File: src/rtl/pipe_stage_elastic.sv
// pipe_stage_elastic: valid/ready pipeline register with flush and optional two-entry skid buffer
module pipe_stage_elastic #(
  parameter int DATA_W = 101,
  parameter int CTRL_W = 3,
  parameter int SKID   = 1
) (
  input  logic              clk,
  input  logic              rst,
  input  logic              flush,
  input  logic              in_valid,
  output logic              in_ready,
  input  logic [DATA_W-1:0] in_data,
  input  logic [CTRL_W-1:0] in_ctrl,
  output logic              out_valid,
  input  logic              out_ready,
  output logic [DATA_W-1:0] out_data,
  output logic [CTRL_W-1:0] out_ctrl,
  output logic [1:0]        occupancy
);
  logic              m_valid, s_valid;
  logic [DATA_W-1:0] m_data, s_data;
  logic [CTRL_W-1:0] m_ctrl, s_ctrl;
  logic              it, m_free;
  // Without skid, in_ready is combinational so the skid entry can never be loaded
  always_comb begin
    in_ready  = (SKID != 0) ? ~s_valid : (out_ready | ~m_valid);
    it        = in_valid & in_ready;
    m_free    = ~m_valid | out_ready;
    out_valid = m_valid;
    out_data  = m_data;
    out_ctrl  = m_valid ? m_ctrl : '0;
    occupancy = {1'b0, m_valid} + {1'b0, s_valid};
  end
  always_ff @(posedge clk) begin
    if (rst || flush) begin
      m_valid <= 1'b0;
      m_data  <= '0;
      m_ctrl  <= '0;
      s_valid <= 1'b0;
      s_data  <= '0;
      s_ctrl  <= '0;
    end else if (m_free) begin
      m_valid <= s_valid | it;
      m_data  <= s_valid ? s_data : it ? in_data : m_data;
      m_ctrl  <= s_valid ? s_ctrl : it ? in_ctrl : '0;
      s_valid <= 1'b0;
    end else if (it) begin
      s_valid <= 1'b1;
      s_data  <= in_data;
      s_ctrl  <= in_ctrl;
    end
  end
endmodule

File: config.mk
export PLATFORM = sky130hd
export DESIGN_NAME = pipe_stage_elastic
export DESIGN_NICKNAME = d
export VERILOG_FILES = /design/src/rtl/pipe_stage_elastic.sv
export SDC_FILE = /design/constraint.sdc
export NUM_CORES = 1
export LEC_CHECK = 0
export ABC_CLOCK_PERIOD_IN_PS = 1950
export CAP_MARGIN = 0
export CORE_MARGIN = 10
export CORE_UTILIZATION = 48
export CTS_CLUSTER_SIZE = 12
export DETAILED_ROUTE_END_ITERATION = 7
export PLACE_DENSITY = 0.85
export RECOVER_POWER = 50
export SETUP_SLACK_MARGIN = 0.15
export SLEW_MARGIN = 40
export SYNTH_ARGS = -nofsm -noshare
export SYNTH_HDL_FRONTEND = slang
export SYNTH_SLANG_ARGS = --single-unit
File: constraint.sdc
create_clock -name clk -period 1.95 [get_ports clk]
set_input_delay 0.2925 -clock clk [delete_from_list [all_inputs] [get_ports clk]]
set_output_delay 0.2925 -clock clk [all_outputs]
set_load 0.05 [all_outputs]
==> impl_metrics.tcl, run 1 <==
set metrics [dict create \
    status "completed" \
    drtIter0Drc 349 \
    drt-total-wl_um 25900 \
    synth_top_family_by_area "compound AO/OA/AOI/OAI gates" \
    synth_area_leader_cell "dfxtp_1" \
    avgSynthCellArea_um2 9.44 \
    synth_xor_area_share_pct 0 \
    hold_buffers 0 \
    grt_pass1_wl_um 40200 \
    period_needed_ns 1.78 \
    drv_cap 0 \
    synth_seq_cells 210 \
    synth_mux_area_share_pct 11.3 \
    finalPower_mw 9.81 \
    cp-end-kind "flop" \
    yosys_warnings 0 \
    cp_top_family "buffers and inverters" \
    port_buffers 216 \
    crit_type "flop to flop" \
    pwr-share-comb_pct 13.9 \
    hold_viol 0 \
    synth_nets 1055 \
    crit_slowest_cell "buf_2" \
    die_h_um 156 \
    seqPwrFrac_pct 45.5 \
    start_kind "flop" \
    cts_sinks 210 \
    clkPwrFrac_pct 40.6 \
    grt_pass1_vias 7467 \
    synthFlopType "dfxtp_1" \
    synth.most_common_cell "nand2_1" \
    area_delta_synth_final_pct 31.7 \
    cts_tree "built" \
    crit_path_max_fanout 46 \
    filler_cell_count 1454 \
    required_ns 2.36 \
    die-width_um 156 \
    drive_gt1_share_pct 12.3 \
    wl_per_cell_um 18.9 \
    p_per_area_nw_per_um2 835 \
    holdWs_ns 0.368 \
    slew_headroom_pct 39.3 \
    grt_max_degree 64 \
    slowest_delay_ns 0.70 \
    critPathBufInv 1 \
    rows 49 \
    dp_hpwl_um 17000 \
    syn-cell-area_um2 8920 \
    tightest_slew_ns 0.911 \
    antenna_left 0 \
    drv_slew 0 \
    synth_edf_count 0 \
    antenna_found_initial 2 \
    cp_cell_sequence "nand2b_4 -> buf_2 -> a21oi_1 -> a211oi_2" \
    period_share_pct 91.5 \
    skew_ns 0.0111 \
    rsz0062_at_grt "true" \
    syn_inst 945 \
    async_reset_ff_share_pct 0 \
    leakage_nw 4.21 \
    worst-endpoint-arrival_ns 2.19 \
    track_usage_pct 19.8 \
    ioPinCount 217 \
    fmax_mhz 561 \
    cts_inserted_buffers 23 \
    synth_top_area_share_pct 47.1 \
    core_area_um2 18100 \
    vias_per_cell 5.55 \
    cts.htree.levels 1 \
    drc_errors 0 \
    netSwitchingFraction_pct 26.2 \
    setup_tns_ns 0 \
    dr.pass1.iters 5 \
    clk_pin_slew_worst_paths_ns 0.06 \
    setup_viol 0 \
    vias 7623 \
    power.switching_mw 2.57 \
    routabilityCongestion 0.790 \
    synth-compound-area-share_pct 25.5 \
    ys_types 23 \
    finalNetCount 1239 \
    internal_power_mw 7.24 \
    cts-root-buf "clkbuf_16" \
    clkLatencyLatePin_ns 0.49 \
    dp_cells 1330 \
    clk_path_buf_depth 3 \
    finalNonFillerCells 1373 \
    synth-simple-area-share_pct 9.94 \
    synthAdderAreaFrac_pct 0.140 \
    irDropWorstVdd_mv 0.565 \
    synthTopCellsByArea "dfxtp_1 47%, a211oi_2 13%, a21oi_1 12%, mux2i_1 11%, nand2_1 8.9%" \
    start_util_pct 49.2 \
    synth_common_cells "211 x nand2_1, 210 x dfxtp_1, 206 x a21oi_1" \
    ys_seq_area_share_pct 47.1 \
    die_area_um2 24400 \
    min_path_type "primary input to flop" \
    grt_overflow 0 \
]
-- cells by family after synthesis --
group | after synthesis
fa+ha+maj | 1
mux | 101
compound gates | 313
buf+inv | 94
simple gates | 226
flops | 210
-- power groups by stage --
| stage | Sequential [mW] | Combinational [mW] | Clock (mW) |
|---|---|---|---|
| floorplan | 4.88 | 0.537 | 0 |
| global placement | 4.56 | 1.44 | 0 |
| detailed placement | 4.56 | 1.46 | 0 |
| CTS | 4.46 | 1.41 | 4.07 |
| global route | 4.47 | 1.44 | 4.24 |
| finish | 4.46 | 1.36 | 3.99 |
-- what timing repair did --
action | 4_1_cts | 5_1_grt
setup endpoints to repair | 101 | 1
setup buffers | 2 | 0
pin swaps | 0 | 0
cloned | 0 | 1
gates resized for setup | 99 | 1
-- final cells by class --
cell class              instances  area (um^2)  share of cell area [%]
diodes                          2         5.00                  0.0426
clock buffers                  36          664                    5.65
clock inverters                 2         16.3                   0.138
inverters                       1         3.75                  0.0319
multi-input cells             641         4070                    34.7
flip-flops and latches        210         4210                    35.8
well taps                     229          287                    2.44
repair buffers                252         2490                    21.2
-- routing by layer --
layer	track usage [%]	part of all wire [%]	up-vias
met3	5.76	7.6	42
li1	-	-	3683
met1	25.1	43	3656
met5	0	0	-
met2	32.2	47	242
met4	5.12	2.4	0
-- layout by cell type (no fill, tap or decap), types with 4 or more instances in the layout --
| cell type | n |
|---|---|
| a21oi_1 | 206 |
| dlygate4sd2_1 | 98 |
| mux2i_1 | 101 |
| dfxtp_1 | 208 |
| nand2_1 | 211 |
| clkbuf_1 | 13 |
| a211oi_2 | 61 |
| clkbuf_16 | 24 |
| buf_4 | 17 |
| clkbuf_8 | 4 |
| buf_12 | 16 |
| clkbuf_2 | 5 |
| clkdlybuf4s50_1 | 107 |
| a211oi_1 | 40 |
-- registers in the layout, indices dropped and copies added, names as in the netlist --
signal / count
m_ctrl: 3
s_data: 101
out_valid: 1
out_data: 101
s_ctrl: 3
s_valid: 1
-- worst register-to-register path, cell delays in order (launching register included) --
cell and delay, ns:
dfxtp_2 0.39, nand2b_4 0.11, buf_2 0.70, a21oi_1 0.24
a211oi_2 0.26
-- through the flow --
stage | setup slack, ns | area [um^2] | utilization [%]
global placement | 0.0821 | 11300 | 62.5
detailed placement | 0.0426 | 11300 | 62.5
global route | 0.0697 | 11700 | 64.7
CTS | 0.172 | 11900 | 65.7
floorplan | 0.321 | 8920 | -
finish | 0.166 | 11800 | 64.8
-- final timing paths --
path | startpoint | end | cells past startpoint | slack [ns]
min reg2reg | s_ctrl[1] | s_ctrl[1] | 2 | 0.45
min | in_data[96] | s_data[96] | 3 | 0.37
max | out_valid | out_data[9] | 4 | 0.17
max reg2reg | out_valid | out_data[9] | 4 | 0.17
Power figures use the tool's default switching activity.
==> inputs of run 2 (changes only) <==
--- a/config.mk
+++ b/config.mk
@@ -8,10 +8,10 @@
 export ABC_CLOCK_PERIOD_IN_PS = 1950
 export CAP_MARGIN = 0
 export CORE_MARGIN = 10
-export CORE_UTILIZATION = 48
+export CORE_UTILIZATION = 40
 export CTS_CLUSTER_SIZE = 12
 export DETAILED_ROUTE_END_ITERATION = 7
-export PLACE_DENSITY = 0.85
+export PLACE_DENSITY = 0.74
 export RECOVER_POWER = 50
 export SETUP_SLACK_MARGIN = 0.15
 export SLEW_MARGIN = 40
==> impl_metrics.tcl, run 2 (synthesized netlist as in run 1, its figures left out) <==
set metrics [dict create \
    status "completed" \
    clkPwrFrac_pct 43.0 \
    drtIter0Drc 542 \
    slew_headroom_pct 40.0 \
    required_ns 1.66 \
    hold_viol 0 \
    cts_sinks 210 \
    routabilityCongestion 0.741 \
    antenna_left 0 \
    hold_buffers 0 \
    grt_max_degree 110 \
    seqPwrFrac_pct 43.4 \
    vias_per_cell 5.31 \
    rows 54 \
    die_h_um 169 \
    fmax_mhz 555 \
    internal_power_mw 7.62 \
    start_util_pct 40.8 \
    final_cell_mix "211 x nand2_1, 209 x dfxtp_1, 206 x a21oi_1" \
    crit_path_max_fanout 4 \
    worst-endpoint-arrival_ns 1.51 \
    power.switching_mw 2.66 \
    crit_type "flop to output port" \
    dp_hpwl_um 16800 \
    final_common_cell "nand2_1" \
    cts_inserted_buffers 24 \
    drive_gt1_share_pct 14.7 \
    setup_tns_ns 0 \
    pwr-share-comb_pct 13.5 \
    leakage_nw 4.27 \
    cp-end-kind "output port" \
    grt_pass1_wl_um 42200 \
    dr.pass1.iters 4 \
    drv_cap 0 \
    vias 7564 \
    die_area_um2 28700 \
    finalNonFillerCells 1424 \
    track_usage_pct 17.6 \
    area_delta_synth_final_pct 35.0 \
    cts-root-buf "clkbuf_16" \
    port_buffers 216 \
    finalNetCount 1237 \
    setup_viol 0 \
    grt_overflow 0 \
    rsz0062_at_grt "true" \
    drc_errors 0 \
    wl_per_cell_um 18.5 \
    skew_ns 0.0135 \
    clkLatencyLatePin_ns 0.51 \
    drt-total-wl_um 26300 \
    irDropWorstVdd_mv 0.552 \
    start_kind "flop" \
    antenna_found_initial 1 \
    die-width_um 169 \
    finalPower_mw 10.3 \
    grt_pass1_vias 7708 \
    period_share_pct 92.4 \
    min_path_type "primary input to flop" \
    period_needed_ns 1.80 \
    drv_slew 0 \
    p_per_area_nw_per_um2 853 \
    clk_path_buf_depth 3 \
    tightest_slew_ns 0.901 \
    dp_cells 1375 \
    clk_pin_slew_worst_paths_ns 0.06 \
    ioPinCount 217 \
    cts.htree.levels 1 \
    cts_tree "built" \
    netSwitchingFraction_pct 25.9 \
    core_area_um2 21900 \
]
-- run 2: repair_timing --
| action | in CTS | in global routing |
|---|---|---|
| endpoints found under the setup margin | 101 | 2 |
| gates cloned | 1 | 0 |
| buffers inserted | 3 | 2 |
| gates resized for setup | 103 | 1 |
-- run 2: through the flow --
| step | hold slack (ns) | utilization [%] | setup slack [ns] | area, um^2 |
|---|---|---|---|---|
| 4_1_cts | 0.339 | 55.2 | 0.0353 | 12100 |
| 2_1_floorplan | 0.428 | - | 0.321 | 8920 |
| 3_5_place_dp | 0.446 | 51.9 | 0.0491 | 11400 |
| 6_report | 0.356 | 55.0 | 0.149 | 12000 |
| 5_1_grt | 0.361 | 55.0 | 0.0756 | 12000 |
| 3_3_place_gp | 0.441 | 51.9 | 0.130 | 11400 |
-- run 2: layer usage --
metal / wire length [um] / GRT usage, % / up-vias
met4: 501 / 4.28 / 0
li1: - / - / 3682
met2: 12400 / 28.6 / 197
met5: 0 / 0 / -
met3: 1930 / 5.23 / 41
met1: 11400 / 22.4 / 3644
-- run 2: power groups by stage --
stage               registers, mW  clock network (mW)  logic [mW]
floorplan                    4.88                   0       0.537
global placement             4.56                   0        1.45
detailed placement           4.56                   0        1.46
CTS                          4.46                4.51        1.41
global route                 4.48                4.70        1.49
finish                       4.47                4.42        1.39
-- run 2: worst paths after layout --
check	startpoint	to	slack, ns	depth (start not counted)
worst max register to register	out_valid	out_data[51]	0.21	4
worst min-delay path	in_data[64]	s_data[64]	0.36	3
worst max-delay path	s_valid	in_ready	0.15	4
worst min register to register	s_ctrl[0]	s_ctrl[0]	0.45	2
-- run 2: layout make-up --
cell class / instances / area (um^2)
tap: 280 / 350
sequential: 210 / 4210
multi-input combinational: 641 / 4200
inverter: 1 / 3.75
clock buffer: 38 / 734
clock inverter: 4 / 45.0
antenna: 1 / 2.50
timing repair buffer: 249 / 2500
fill: 1975 / 9840
-- run 2: critical path, stage by stage, from the launching register on --
cell,delay (ns)
dfxtp_1,0.36
buf_4,0.18
buf_16,0.12
inv_1,0.10
buf_4,0.23
